## src/rtl/d05200_owl_pkg.sv

```systemverilog
// d05200_owl_pkg: definitions shared by both ends of the D05200 one-wire link
// (this host and the responder inside d05200_dc_top).
//   state_e   : host FSM states
//   drive_e   : what the host does with the pad during the current cell
//   frame constants and drive-width helper (width in clocks for a cell size)
package d05200_owl_pkg;

  localparam int HDR_BITS    = 8;
  localparam int DATA_BITS   = 8;
  localparam int FRAME_CELLS = 28;

  typedef enum logic [3:0] {
    S_IDLE,
    S_BREAK,
    S_GAP,
    S_HDR,
    S_WDAT,
    S_PAR,
    S_TURN,
    S_RSLOT,
    S_DONE
  } state_e;

  typedef enum logic [2:0] {
    DRV_NONE,  // released for the whole cell
    DRV_FULL,  // low for the whole cell (break)
    DRV_ONE,   // data 1: low for a quarter cell
    DRV_ZERO,  // data 0: low for three quarters of a cell
    DRV_SLOT   // read/ack slot opener: low for an eighth of a cell
  } drive_e;

  // Low-drive length in clocks of one cell of cell_cyc clocks.
  function automatic int drive_len(input drive_e d, input int cell_cyc);
    case (d)
      DRV_FULL: return cell_cyc;
      DRV_ONE:  return cell_cyc / 4;
      DRV_ZERO: return (3 * cell_cyc) / 4;
      DRV_SLOT: return cell_cyc / 8;
      default:  return 0;
    endcase
  endfunction

endpackage

```

## src/rtl/d05200_owl_cell_timer.sv

```systemverilog
// d05200_owl_cell_timer: clock counter inside one OWL bit cell.
//   clk, rst   : clock, asynchronous active-high reset
//   run        : count while high; held at 0 otherwise
//   drive      : drive kind of the current cell
//   cell_end   : strobe on the last clock of the cell
//   drive_end  : strobe on the last clock of the low-drive window
//   sample     : strobe at cell offset CELL_CYC/2
module d05200_owl_cell_timer
  import d05200_owl_pkg::*;
#(
  parameter int CELL_CYC = 64
) (
  input  logic   clk,
  input  logic   rst,
  input  logic   run,
  input  drive_e drive,
  output logic   cell_end,
  output logic   drive_end,
  output logic   sample
);

  localparam int CW = $clog2(CELL_CYC);
  localparam logic [CW-1:0] CELL_LAST = CW'(CELL_CYC - 1);
  localparam logic [CW-1:0] SAMPLE_AT = CW'(CELL_CYC / 2);
  localparam logic [CW-1:0] ONE_LAST  = CW'(drive_len(DRV_ONE, CELL_CYC) - 1);
  localparam logic [CW-1:0] ZERO_LAST = CW'(drive_len(DRV_ZERO, CELL_CYC) - 1);
  localparam logic [CW-1:0] SLOT_LAST = CW'(drive_len(DRV_SLOT, CELL_CYC) - 1);

  logic [CW-1:0] cnt;
  logic [CW-1:0] drive_last;
  logic          has_end;

  always_ff @(posedge clk or posedge rst) begin
    if (rst) begin
      cnt <= '0;
    end else if (!run || cell_end) begin
      cnt <= '0;
    end else begin
      cnt <= cnt + CW'(1);
    end
  end

  always_comb begin
    drive_last = '0;
    has_end    = 1'b0;
    case (drive)
      DRV_ONE:  begin has_end = 1'b1; drive_last = ONE_LAST;  end
      DRV_ZERO: begin has_end = 1'b1; drive_last = ZERO_LAST; end
      DRV_SLOT: begin has_end = 1'b1; drive_last = SLOT_LAST; end
      default:  begin has_end = 1'b0; drive_last = '0;        end
    endcase
  end

  assign cell_end  = run && (cnt == CELL_LAST);
  assign drive_end = run && has_end && (cnt == drive_last);
  assign sample    = run && (cnt == SAMPLE_AT);

endmodule

```

## src/rtl/d05200_owl_host.sv

```systemverilog
// d05200_owl_host: initiator end of the D05200 one-wire link.
//   CLK, RST              : clock, asynchronous active-high reset
//   CMD_VLD/CMD_RDY       : command handshake (accepted on VLD & RDY)
//   CMD_WR, CMD_ADDR, CMD_WDAT : 1=write/0=read, 7-bit address, write data
//   RSP_VLD               : one-cycle response pulse
//   RSP_RDAT, RSP_ERR     : read data (0x00 after writes), parity error / NACK
//   OWL_DI                : asynchronous pad input
//   OWL_DO, OWL_OE        : pad output (always 0), 1 = pull line low
module d05200_owl_host
  import d05200_owl_pkg::*;
#(
  parameter int CELL_CYC    = 64,
  parameter int BREAK_CELLS = 8
) (
  input  logic       CLK,
  input  logic       RST,
  input  logic       CMD_VLD,
  output logic       CMD_RDY,
  input  logic       CMD_WR,
  input  logic [6:0] CMD_ADDR,
  input  logic [7:0] CMD_WDAT,
  output logic       RSP_VLD,
  output logic [7:0] RSP_RDAT,
  output logic       RSP_ERR,
  input  logic       OWL_DI,
  output logic       OWL_DO,
  output logic       OWL_OE
);

  // Cell index of the last cell of each phase within the frame.
  localparam logic [4:0] BRK_LAST   = 5'(BREAK_CELLS - 1);
  localparam logic [4:0] HDR_LAST   = 5'(BREAK_CELLS + HDR_BITS);
  localparam logic [4:0] WDAT_LAST  = 5'(BREAK_CELLS + HDR_BITS + DATA_BITS);
  localparam logic [4:0] FRAME_LAST = 5'(BREAK_CELLS + HDR_BITS + DATA_BITS + 3);

  state_e      state;
  logic [4:0]  idx;
  logic [15:0] tx_sh;
  logic        par_bit;
  logic        wr_q;
  logic [8:0]  rx_sh;
  logic        di_s1, di_s2;
  drive_e      drive;
  logic        run, cell_end, drive_end, sample;

  assign OWL_DO = 1'b0;
  assign run    = (state != S_IDLE) && (state != S_DONE);

  always_comb begin
    drive = DRV_NONE;
    case (state)
      S_BREAK:      drive = DRV_FULL;
      S_HDR,
      S_WDAT:       drive = tx_sh[15] ? DRV_ONE : DRV_ZERO;
      S_PAR:        drive = par_bit ? DRV_ONE : DRV_ZERO;
      S_RSLOT:      drive = DRV_SLOT;
      default:      drive = DRV_NONE;
    endcase
  end

  d05200_owl_cell_timer #(
    .CELL_CYC (CELL_CYC)
  ) u_timer (
    .clk       (CLK),
    .rst       (RST),
    .run       (run),
    .drive     (drive),
    .cell_end  (cell_end),
    .drive_end (drive_end),
    .sample    (sample)
  );

  // Idle line is high, so the synchroniser resets to 1.
  always_ff @(posedge CLK or posedge RST) begin
    if (RST) begin
      di_s1 <= 1'b1;
      di_s2 <= 1'b1;
    end else begin
      di_s1 <= OWL_DI;
      di_s2 <= di_s1;
    end
  end

  // OWL_OE is registered: it is raised on the edge that starts a driven cell
  // and dropped on the edge that ends the drive window, so it is high for
  // cell offsets 0 .. width-1.
  always_ff @(posedge CLK or posedge RST) begin
    if (RST) begin
      state    <= S_IDLE;
      idx      <= '0;
      tx_sh    <= '0;
      par_bit  <= 1'b0;
      wr_q     <= 1'b0;
      rx_sh    <= '0;
      CMD_RDY  <= 1'b1;
      RSP_VLD  <= 1'b0;
      RSP_RDAT <= '0;
      RSP_ERR  <= 1'b0;
      OWL_OE   <= 1'b0;
    end else begin
      RSP_VLD <= 1'b0;
      if (sample && (state == S_RSLOT)) begin
        rx_sh <= {rx_sh[7:0], di_s2};
      end
      case (state)
        S_IDLE: begin
          if (CMD_VLD) begin
            state   <= S_BREAK;
            CMD_RDY <= 1'b0;
            OWL_OE  <= 1'b1;
            idx     <= '0;
            tx_sh   <= {CMD_WR, CMD_ADDR, CMD_WDAT};
            wr_q    <= CMD_WR;
            par_bit <= CMD_WR ? ^{CMD_WR, CMD_ADDR, CMD_WDAT} : ^{CMD_WR, CMD_ADDR};
            rx_sh   <= '0;
          end
        end
        S_DONE: begin
          state   <= S_IDLE;
          CMD_RDY <= 1'b1;
        end
        default: begin
          if (cell_end) begin
            idx    <= (idx == FRAME_LAST) ? 5'd0 : idx + 5'd1;
            OWL_OE <= 1'b1;
            case (state)
              S_BREAK: begin
                if (idx == BRK_LAST) begin
                  state  <= S_GAP;
                  OWL_OE <= 1'b0;
                end
              end
              S_GAP: state <= S_HDR;
              S_HDR: begin
                tx_sh <= tx_sh << 1;
                if (idx == HDR_LAST) state <= wr_q ? S_WDAT : S_PAR;
              end
              S_WDAT: begin
                tx_sh <= tx_sh << 1;
                if (idx == WDAT_LAST) state <= S_PAR;
              end
              S_PAR: begin
                state  <= S_TURN;
                OWL_OE <= 1'b0;
              end
              S_TURN: state <= S_RSLOT;
              S_RSLOT: begin
                if (idx == FRAME_LAST) begin
                  state    <= S_DONE;
                  OWL_OE   <= 1'b0;
                  RSP_VLD  <= 1'b1;
                  // Writes sample only the ACK slot, which lands in rx_sh[0].
                  RSP_RDAT <= wr_q ? 8'h00 : rx_sh[8:1];
                  RSP_ERR  <= wr_q ? rx_sh[0] : ^rx_sh;
                end
              end
              default: begin
                state  <= S_IDLE;
                OWL_OE <= 1'b0;
              end
            endcase
          end else if (drive_end) begin
            OWL_OE <= 1'b0;
          end
        end
      endcase
    end
  end

endmodule

```

## config.mk

```make
export PLATFORM = sky130hd
export DESIGN_NAME = d05200_owl_host
export DESIGN_NICKNAME = d
export VERILOG_FILES = /design/src/rtl/d05200_owl_pkg.sv /design/src/rtl/d05200_owl_cell_timer.sv /design/src/rtl/d05200_owl_host.sv
export SDC_FILE = /design/constraint.sdc
export NUM_CORES = 1
export LEC_CHECK = 0
export ABC_AREA = 1
export CAP_MARGIN = 0
export CORE_UTILIZATION = 49
export DETAILED_ROUTE_END_ITERATION = 10
export PLACE_DENSITY = 0.79
export SETUP_SLACK_MARGIN = 0.1
export SLEW_MARGIN = 40
export SYNTH_ARGS = -nofsm -noshare
export SYNTH_HDL_FRONTEND = slang
export SYNTH_SLANG_ARGS = --single-unit
```

## constraint.sdc

```tcl
create_clock -name CLK -period 4.3 [get_ports CLK]
set_clock_uncertainty 0.1 [all_clocks]
set_input_delay 0.86 -clock CLK [delete_from_list [all_inputs] [get_ports CLK]]
set_output_delay 0.86 -clock CLK [all_outputs]
set_load 0.01 [all_outputs]
```

==> run summary <==
Outcome = completed
Post-CTS resize count = 0
Clk pin slew, worst setup/hold paths = 0.10 ns
Initial antenna violation count = 0
Worst setup EP type = flop
Final HPWL DP = 4260 um
Power per standard cell area = 505 nW/um2
Gr usage total = 19.6%
Die width = 82.1 um
WS Path Type = reg2reg
GPL Wtd Cong = 0.858
R2R cell count = 9
TritonCTS Buffers = 5
Max_slew headroom = 51.1%
Max Clk Rate = 392 MHz
Most Crowded Layer GR = met2
Crit path DAT = 2.68 ns
Asr flop ratio synth = 100%
Worst reg2reg setup slack = 1.75 ns
LEAKAGE = 0.00170 uW
Clock buffer depth = 2
Residual DRC count = 0
Slew @ Worst Pin = 0.734 ns
Number of library cell types mapped by synthesis = 35
Starting Density = 51.8%
Height of the die = 82.1 um
Final #Nets = 459
Minimum clock period = 2.55 ns
CP max FO = 33
Met3 Use GR = 4.56%
Sw Pwr = 750 uW
Met1 Use GR = 25.1%
First drt pass iteration count = 4
Part of the power in combinational logic = 41.4%
Hold path start = di_s1
WL/cell = 11.2 um
EDFF count, synth = 0
Via density = 5.01
Top_reg_cell synth = dfrtp_1
Commonest non-fill, non-tap cells in the layout = 113 x nand2_1, 57 x inv_1, 53 x dfrtp_1
Reg-to-Reg End = tx_sh[1]
Full die area = 6730 um2
Root Buffer = clkbuf_8
Routed WL = 5740 um
Cells after DPL = 503
DRT iter0 DRCs = 178
GRT overflow = 0
Part of the Yosys area used for sequential elements = 44.7%
Fin Hold WS = 0.261 ns
Post-layout util = 59.0%
Core area = 6060 um2
Yosys warning count = 0
# diodes = 0
Vias in the first global route = 2,337
RSZ-0062 raised after global routing = no
Area growth syn-to-layout = 13.9%
# IOs = 33
Finished Layout Cells = 511
Worst skew pair latency = 0.32 ns
Hold Crit Depth = 0
Clk sink count = 56
CTS tree = built
IO buf count = 31
Max-slew violations = 0
Cts hold-fix bufs = 0
Largest net degree at the start of global routing = 39
Clock power share = 16.8%
Peak supply drop = 0.272 mV
Mapped Area = 3140 um2
Cell Rows = 28
MaxCap Viol Count = 0
Final hold vios = 0
Hold Path End = di_s2
Layout cells sized above 1 = 7.34%
Tcrit/Tclk final = 59.4%
Dpl ws = 1.49 ns
Reg power frac = 41.8%
Mapped Cells = 407
Synthesized Nets = 431
H-tree levels = 2
Final Setup Violations = 0
HP Class = reg2reg
DR vias = 2,560
Met2 GRT Util = 31.9%
Nature of the critical path startpoint = flop
Setup TNS = 0 ns
CP required = 4.43 ns
Most common cell after layout, fill and taps aside = nand2_1
Buffer count from post-CTS setup fixing = 0
Switching Fraction = 41.6%
Reg2reg start = state[0]
Antenna Nets Post-Route = 0
First-pass GRT wire length = 9980 um
Syn Area/Cell = 7.72 um2
Int Power = 1050 uW
Post-synthesis register bit count = 56
Final WS setup = 1.75 ns
[synth_stat cells (all sizes together) (4+ instances only)]
cell | n | area share (%)
nand2 | 117 | 15
inv | 65 | 7.8
dfrtp | 53 | 42
o21ai | 53 | 8.4
nor2 | 31 | 4.9
a21oi | 14 | 2.2
nand3 | 13 | 2.1
xnor2 | 11 | 3.1
nor3 | 8 | 1.6
o31ai | 8 | 2.1
buf | 6 | 1.7
xor2 | 6 | 1.7
clkbuf | 5 | 0.60
ha | 4 | 1.6
[cell families after synthesis]
family	share of synthesized area, %
simple gates	23.9
compound gates	14.8
buf+inv	10.2
flops	44.7
xor+xnor	4.74
fa+ha+maj	1.59
other cells	0.119
[stage by stage]
stage,total power (uW),instance area [um2]
after detailed placement,1510,3480
final,1800,3580
after CTS,1810,3570
after global routing,1970,3580
after floorplan,1350,3140
after global placement,1480,3480
[how the worst max path moves through the flow]
stage,endpoint,cells after the start,startpoint,slack (ns)
final,tx_sh[1],9,state[0],1.75
after global routing,tx_sh[1],9,state[0],1.50
after CTS,tx_sh[1],8,state[0],1.78
after detailed placement,tx_sh[2],6,CMD_VLD,1.49
after global placement,tx_sh[4],6,CMD_VLD,1.56
after floorplan,OWL_OE,1,RST,1.97
[registers in the layout, summed over array words and instances (netlist names), 4 cells and up]
name,count
u_timer.cnt,6
rx_sh,9
state,4
RSP_RDAT,8
tx_sh,16
idx,5
[layer usage]
metal | routed length (um) | vias up | share of wire, %
met4 | 77 | 0 | 1.3
met1 | 2780 | 1165 | 48
met5 | 0 | - | 0
met2 | 2680 | 49 | 47
met3 | 202 | 7 | 3.5
li1 | - | 1339 | -
[area by class of cell]
class	count	area [um2]
timing repair buffer	32	318
clock buffer	7	86.3
sequential	56	1410
inverter	65	248
tap	75	93.8
clock inverter	1	8.76
multi-input combinational	275	1420
fill	559	2480
[critical path: stages (launching register included)]
cell     delay [ns]
dfrtp_1        0.46
nor2_2         0.20
inv_4          0.08
nor2_8         0.34
nand2_4        0.20
nand2_4        0.17
inv_2          0.07
a31oi_4        0.59
nand2_1        0.12
o21ai_0        0.11
[power by group through the flow]
stage	clock network (uW)	logic, uW	registers [uW]
3_5_place_dp	0	744	764
4_1_cts	310	748	754
5_1_grt	329	865	773
6_report	302	748	755
2_1_floorplan	0	615	738
3_3_place_gp	0	725	759
No activity file was read; power rests on OpenSTA's default activity.
